## src/rtl/cmp_frame_minmax.sv

```systemverilog
// Per-frame running max/min tracker for unsigned words with first-occurrence indices.
// One result record per frame is presented on a valid/ready handshake.
module cmp_frame_minmax #(
  parameter int WIDTH = 32,
  parameter int IDXW  = 8
) (
  input  logic             clk,
  input  logic             rst_n,
  input  logic [WIDTH-1:0] in_data,
  input  logic             in_valid,
  input  logic             in_last,
  output logic             in_ready,
  output logic             res_valid,
  input  logic             res_ready,
  output logic [WIDTH-1:0] res_max,
  output logic [WIDTH-1:0] res_min,
  output logic [IDXW-1:0]  res_max_idx,
  output logic [IDXW-1:0]  res_min_idx,
  output logic [IDXW-1:0]  res_count,
  output logic             res_ovf
);

  typedef enum logic [1:0] {
    S_IDLE,
    S_ACCUM,
    S_HOLD
  } state_e;

  localparam logic [IDXW-1:0] CNT_SAT = '1;

  state_e           state_q, state_d;
  logic [WIDTH-1:0] acc_max_q, acc_max_d;
  logic [WIDTH-1:0] acc_min_q, acc_min_d;
  logic [IDXW-1:0]  acc_max_idx_q, acc_max_idx_d;
  logic [IDXW-1:0]  acc_min_idx_q, acc_min_idx_d;
  logic [IDXW-1:0]  cnt_q, cnt_d;
  logic             ovf_q, ovf_d;
  logic [WIDTH-1:0] res_max_q, res_max_d;
  logic [WIDTH-1:0] res_min_q, res_min_d;
  logic [IDXW-1:0]  res_max_idx_q, res_max_idx_d;
  logic [IDXW-1:0]  res_min_idx_q, res_min_idx_d;
  logic [IDXW-1:0]  res_count_q, res_count_d;
  logic             res_ovf_q, res_ovf_d;

  logic in_xfer;
  logic out_xfer;

  // Both handshake outputs decode the registered state only.
  assign in_ready  = (state_q != S_HOLD);
  assign res_valid = (state_q == S_HOLD);
  assign in_xfer   = in_valid && in_ready;
  assign out_xfer  = res_valid && res_ready;

  always_comb begin
    // NOTE: every variable gets a default first so no path leaves it unassigned (no latches).
    state_d       = state_q;
    acc_max_d     = acc_max_q;
    acc_min_d     = acc_min_q;
    acc_max_idx_d = acc_max_idx_q;
    acc_min_idx_d = acc_min_idx_q;
    cnt_d         = cnt_q;
    ovf_d         = ovf_q;
    res_max_d     = res_max_q;
    res_min_d     = res_min_q;
    res_max_idx_d = res_max_idx_q;
    res_min_idx_d = res_min_idx_q;
    res_count_d   = res_count_q;
    res_ovf_d     = res_ovf_q;

    unique case (state_q)
      S_IDLE: begin
        if (in_xfer) begin
          acc_max_d     = in_data;
          acc_min_d     = in_data;
          acc_max_idx_d = '0;
          acc_min_idx_d = '0;
          cnt_d         = IDXW'(1);
          ovf_d         = 1'b0;
          state_d       = in_last ? S_HOLD : S_ACCUM;
        end
      end
      S_ACCUM: begin
        if (in_xfer) begin
          // Strict compares keep the first occurrence; cnt_q is this word's index.
          if (in_data > acc_max_q) begin
            acc_max_d     = in_data;
            acc_max_idx_d = cnt_q;
          end
          if (in_data < acc_min_q) begin
            acc_min_d     = in_data;
            acc_min_idx_d = cnt_q;
          end
          if (cnt_q == CNT_SAT) ovf_d = 1'b1;
          else                  cnt_d = cnt_q + IDXW'(1);
          if (in_last) state_d = S_HOLD;
        end
      end
      S_HOLD: begin
        if (out_xfer) state_d = S_IDLE;
      end
      default: state_d = S_IDLE;
    endcase

    // The visible record only changes on entry to HOLD.
    if ((state_q != S_HOLD) && (state_d == S_HOLD)) begin
      res_max_d     = acc_max_d;
      res_min_d     = acc_min_d;
      res_max_idx_d = acc_max_idx_d;
      res_min_idx_d = acc_min_idx_d;
      res_count_d   = cnt_d;
      res_ovf_d     = ovf_d;
    end
  end

  always_ff @(posedge clk) begin
    // NOTE: non-blocking assignments so every flop samples pre-edge values.
    if (!rst_n) begin
      state_q       <= S_IDLE;
      acc_max_q     <= '0;
      acc_min_q     <= '0;
      acc_max_idx_q <= '0;
      acc_min_idx_q <= '0;
      cnt_q         <= '0;
      ovf_q         <= 1'b0;
      res_max_q     <= '0;
      res_min_q     <= '0;
      res_max_idx_q <= '0;
      res_min_idx_q <= '0;
      res_count_q   <= '0;
      res_ovf_q     <= 1'b0;
    end else begin
      state_q       <= state_d;
      acc_max_q     <= acc_max_d;
      acc_min_q     <= acc_min_d;
      acc_max_idx_q <= acc_max_idx_d;
      acc_min_idx_q <= acc_min_idx_d;
      cnt_q         <= cnt_d;
      ovf_q         <= ovf_d;
      res_max_q     <= res_max_d;
      res_min_q     <= res_min_d;
      res_max_idx_q <= res_max_idx_d;
      res_min_idx_q <= res_min_idx_d;
      res_count_q   <= res_count_d;
      res_ovf_q     <= res_ovf_d;
    end
  end

  assign res_max     = res_max_q;
  assign res_min     = res_min_q;
  assign res_max_idx = res_max_idx_q;
  assign res_min_idx = res_min_idx_q;
  assign res_count   = res_count_q;
  assign res_ovf     = res_ovf_q;

endmodule

```

## config.mk

```make
export PLATFORM = sky130hd
export DESIGN_NAME = cmp_frame_minmax
export DESIGN_NICKNAME = d
export VERILOG_FILES = /design/src/rtl/cmp_frame_minmax.sv
export SDC_FILE = /design/constraint.sdc
export NUM_CORES = 1
export LEC_CHECK = 0
export CORE_AREA = 2 2 137 139
export DETAILED_ROUTE_END_ITERATION = 12
export DIE_AREA = 0 0 139 141
export PLACE_DENSITY = 0.68
export SYNTH_ARGS = -nofsm -noshare
export SYNTH_HDL_FRONTEND = slang
export SYNTH_SLANG_ARGS = --single-unit
```

## constraint.sdc

```tcl
create_clock -name clk -period 3.55 [get_ports clk]
set_input_delay 0.355 -clock clk [delete_from_list [all_inputs] [get_ports clk]]
set_output_delay 0.355 -clock clk [all_outputs]
set_load 0.01 [all_outputs]
```

==> summary.md <==
| Metric | Value |
|---|---|
| Result of the run | `finished clean` |
| Number of cells produced by synthesis | `939` |
| Die height | `141 µm` |
| Max stage delay on crit path | `760 ps` |
| Post-layout net count | `1,179` |
| Type of destination of the critical path | `flop` |
| IO Count | `128` |
| Post-synthesis cell type with the largest combined area | `sky130_fd_sc_hd__dfxtp_1` |
| Critical Path Start Type | `input pin` |
| Proportion of register bits with asynchronous set or reset after synthesis | `0` |
| Fmax achieved | `0.326 GHz` |
| Num CTS Buffers | `17` |
| Worst hold slack after final layout | `471 ps` |
| Comb power frac | `0.162` |
| Residual antenna-violating net count after detailed routing | `0` |
| Total Routing Usage GR | `0.213` |
| Clock-pin slew reported for the worst setup and hold paths after clock tree synthesis | `70 ps` |
| Critical path arrival | `3380 ps` |
| Post-Syn Nets | `1,040` |
| Starting DRC count in detailed routing | `385` |
| Top post-synthesis cells by area | `sky130_fd_sc_hd__dfxtp_1 45%, sky130_fd_sc_hd__ha_1 9.9%, sky130_fd_sc_hd__o21ai_0 8.3%, sky130_fd_sc_hd__a21oi_1 7.2%, sky130_fd_sc_hd__mux2i_1 5.3%` |
| Cell chain of the critical path | `clkdlybuf4s50_1 -> ha_1 -> nand4_2 -> or4_1 -> nor2_1 -> a31oi_1 -> o31ai_4 -> buf_12 -> mux2i_1 -> a21oi_1` |
| # port buffers | `127` |
| Clock tree from TritonCTS | `built` |
| Clk_skew | `6.71 ps` |
| Share of layout cells above drive strength 1 | `0.0853` |
| Synth-to-Final Area Change | `29.7%` |
| H-tree depth | `4` |
| Vias after detailed routing | `7,080` |
| Power per standard cell area | `472 nW/µm²` |
| Setup violations, final | `0` |
| Yosys warning total | `0` |
| Post-cts resize count | `0` |
| Max-slew violations | `0` |
| Slowest library cell on the worst path | `sky130_fd_sc_hd__o31ai_4` |
| Routed wire length | `20.4 mm` |
| Clk sinks | `180` |
| Post-detail-place hpwl | `14.0 mm` |
| Hold buffer count at cts | `0` |
| Final hold violation count | `0` |
| CP max FO | `12` |
| Root cell of the clock tree | `sky130_fd_sc_hd__clkbuf_16` |
| Initial standard-cell utilization of the core | `0.441` |
| Slew at the pin closest to its max-slew limit | `839 ps` |
| Routability-driven placement congestion ratio | `0.787` |
| Maximum VDD drop | `354 µV` |
| Clk_lat worst skew | `430 ps` |
| Internal Power | `3.65 mW` |
| Post-synth top area share | `0.447` |
| Post-CTS Setup Repair Bufs | `0` |
| Die X-Extent | `139 µm` |
| Sequential cell fraction of total power | `0.447` |
| Total standard cell area after synthesis | `8060 µm²` |
| Number of distinct library cell variants in the gate-level netlist after synthesis | `42` |
| Wire length per cell | `15.4 µm` |
| Start-to-end type of the worst setup path | `input pin to flop` |
| Class of the worst hold path | `flop to flop` |
| Gate family responsible for the most delay along the worst path | `compound AO/OA/AOI/OAI gates` |
| Leading post-synthesis cells by instance count | `180 x sky130_fd_sc_hd__dfxtp_1, 133 x sky130_fd_sc_hd__o21ai_0, 116 x sky130_fd_sc_hd__a21oi_1, 66 x sky130_fd_sc_hd__inv_1, 66 x sky130_fd_sc_hd__nor2_1` |
| Final setup TNS | `0 ps` |
| Global-route wire length before repair | `34.2 mm` |
| Switching component of the power | `1.29 mW` |
| Total Power Consumption | `4.94 mW` |
| Clock Power Share | `0.390` |
| Number of buffers between clock root and the deepest sink | `2` |
| Maximum number of pins on one net before global-route repair | `86` |
| Fraction of the yosys area taken by sequential cells | `0.447` |
| Required @ worst endpoint | `3860 ps` |
| Vias in the first global route | `6,926` |
| Die outline area | `19,600 µm²` |
| Worst slew margin relative to its limit | `0.441` |
| Max-cap violations | `0` |
| Post-Syn Area per Cell | `8.58 µm²` |
| Number of DRC violations after detailed routing | `0` |
| Minimum clock period | `3060 ps` |
| Detailed-routing iteration count for the pre-antenna-repair pass | `5` |
| Final core utilization | `0.572` |
| GRT Residual Overflow | `0` |
| Most instantiated flip-flop cell in the synthesis netlist | `sky130_fd_sc_hd__dfxtp_1` |
| Flops & latches, synth | `180` |
| Number of buffer and inverter instances along the worst setup path | `2` |
| Number of placement rows | `50` |
| Final Worst Setup Slack | `487 ps` |
| Number of antenna violations at the first check in global routing | `0` |
| Placeable core region | `18,300 µm²` |
| Setup slack at placement | `76.6 ps` |
| Sw frac | `0.261` |
| RSZ-0062 raised after global routing | `no` |
| Count leader, synth | `sky130_fd_sc_hd__dfxtp_1` |
| Number of flops mapped to enable cells by yosys | `0` |
| Leak | `4.13 nW` |
| Inserted Diodes | `0` |
| Number of vias per cell after detailed routing | `5.35` |
| Fin crit share | `0.863` |
## routing by layer
metal | share of wire | global-route usage
met5 | 0 | 0
met4 | 0.015 | 0.0638
met3 | 0.044 | 0.0401
met2 | 0.45 | 0.349
met1 | 0.49 | 0.287
## state kept, by name (all words and copies together), names as in the netlist, 2 cells and up
register / flops
res_min_idx: 8
acc_max_idx_q: 8
res_min: 32
acc_min_idx_q: 8
res_max: 32
cnt_q: 8
state_q: 2
acc_max_q: 32
res_max_idx: 8
acc_min_q: 32
res_count: 8
## logic make-up after synthesis
group | count (synthesis) | share of synthesized area
adders and majority gates | 64 | 0.0994
DFF | 180 | 0.447
muxes | 44 | 0.0548
and+or+nand+nor | 207 | 0.120
AOI/OAI and AO/OA | 316 | 0.214
buffers and inverters | 128 | 0.0641
## metrics by stage
stage / area (µm²) / instances
global placement: 9850 / 1293
global route: 10400 / 1324
detailed placement: 9850 / 1293
finish: 10400 / 1324
floorplan: 8060 / 939
CTS: 10400 / 1324
## tightest hold or removal path: cells and delay by family, from the launching register on
kind | cells | cell delay, ps
DFF | 1 | 320
and+or+nand+nor | 1 | 50
AOI/OAI and AO/OA | 1 | 50
## placed cells by master, fill, tap and decap left out, types with 7 or more instances in the layout
master / synthesis / routed
sky130_fd_sc_hd__dfxtp_1: 180 / 180
sky130_fd_sc_hd__o21ai_0: 133 / 133
sky130_fd_sc_hd__clkdlybuf4s50_1: 0 / 126
sky130_fd_sc_hd__a21oi_1: 116 / 115
sky130_fd_sc_hd__nor2_1: 66 / 66
sky130_fd_sc_hd__inv_1: 66 / 65
sky130_fd_sc_hd__ha_1: 64 / 64
sky130_fd_sc_hd__nand3_1: 48 / 48
sky130_fd_sc_hd__buf_4: 0 / 47
sky130_fd_sc_hd__nand2_1: 43 / 43
sky130_fd_sc_hd__mux2i_1: 43 / 43
sky130_fd_sc_hd__a31oi_1: 42 / 42
sky130_fd_sc_hd__clkbuf_16: 0 / 17
sky130_fd_sc_hd__and2_1: 14 / 13
sky130_fd_sc_hd__nor3_1: 11 / 11
sky130_fd_sc_hd__nand4_1: 8 / 8
sky130_fd_sc_hd__buf_12: 0 / 7
## power groups by stage
stage | logic, mW | registers, mW | clock network [mW]
floorplan | 0.419 | 2.27 | 0
global placement | 0.792 | 2.25 | 0
detailed placement | 0.802 | 2.25 | 0
CTS | 0.808 | 2.21 | 1.95
global route | 0.900 | 2.22 | 2.03
finish | 0.801 | 2.21 | 1.93
## path summary, 6_finish.rpt
kind,slack [ps],startpoint,cells past startpoint,end
hold reg to reg,470,res_count[0]$_SDFFE_PN0P_,2,res_count[0]$_SDFFE_PN0P_
setup reg to reg,490,acc_max_q[25]$_SDFF_PN0_,10,res_max[17]$_SDFFE_PN0P_
setup / recovery,490,in_data[30],10,res_max[17]$_SDFFE_PN0P_
hold / removal,470,res_count[0]$_SDFFE_PN0P_,2,res_count[0]$_SDFFE_PN0P_
## area by class of cell
class	instances	area, µm²
fill	1656	7820
multi-input combinational	631	3940
sequential	180	3600
timing repair buffer	181	1760
clock buffer	19	443
tap	234	293
inverter	67	251
clock inverter	12	155
No activity file was read; power rests on OpenSTA's default activity.
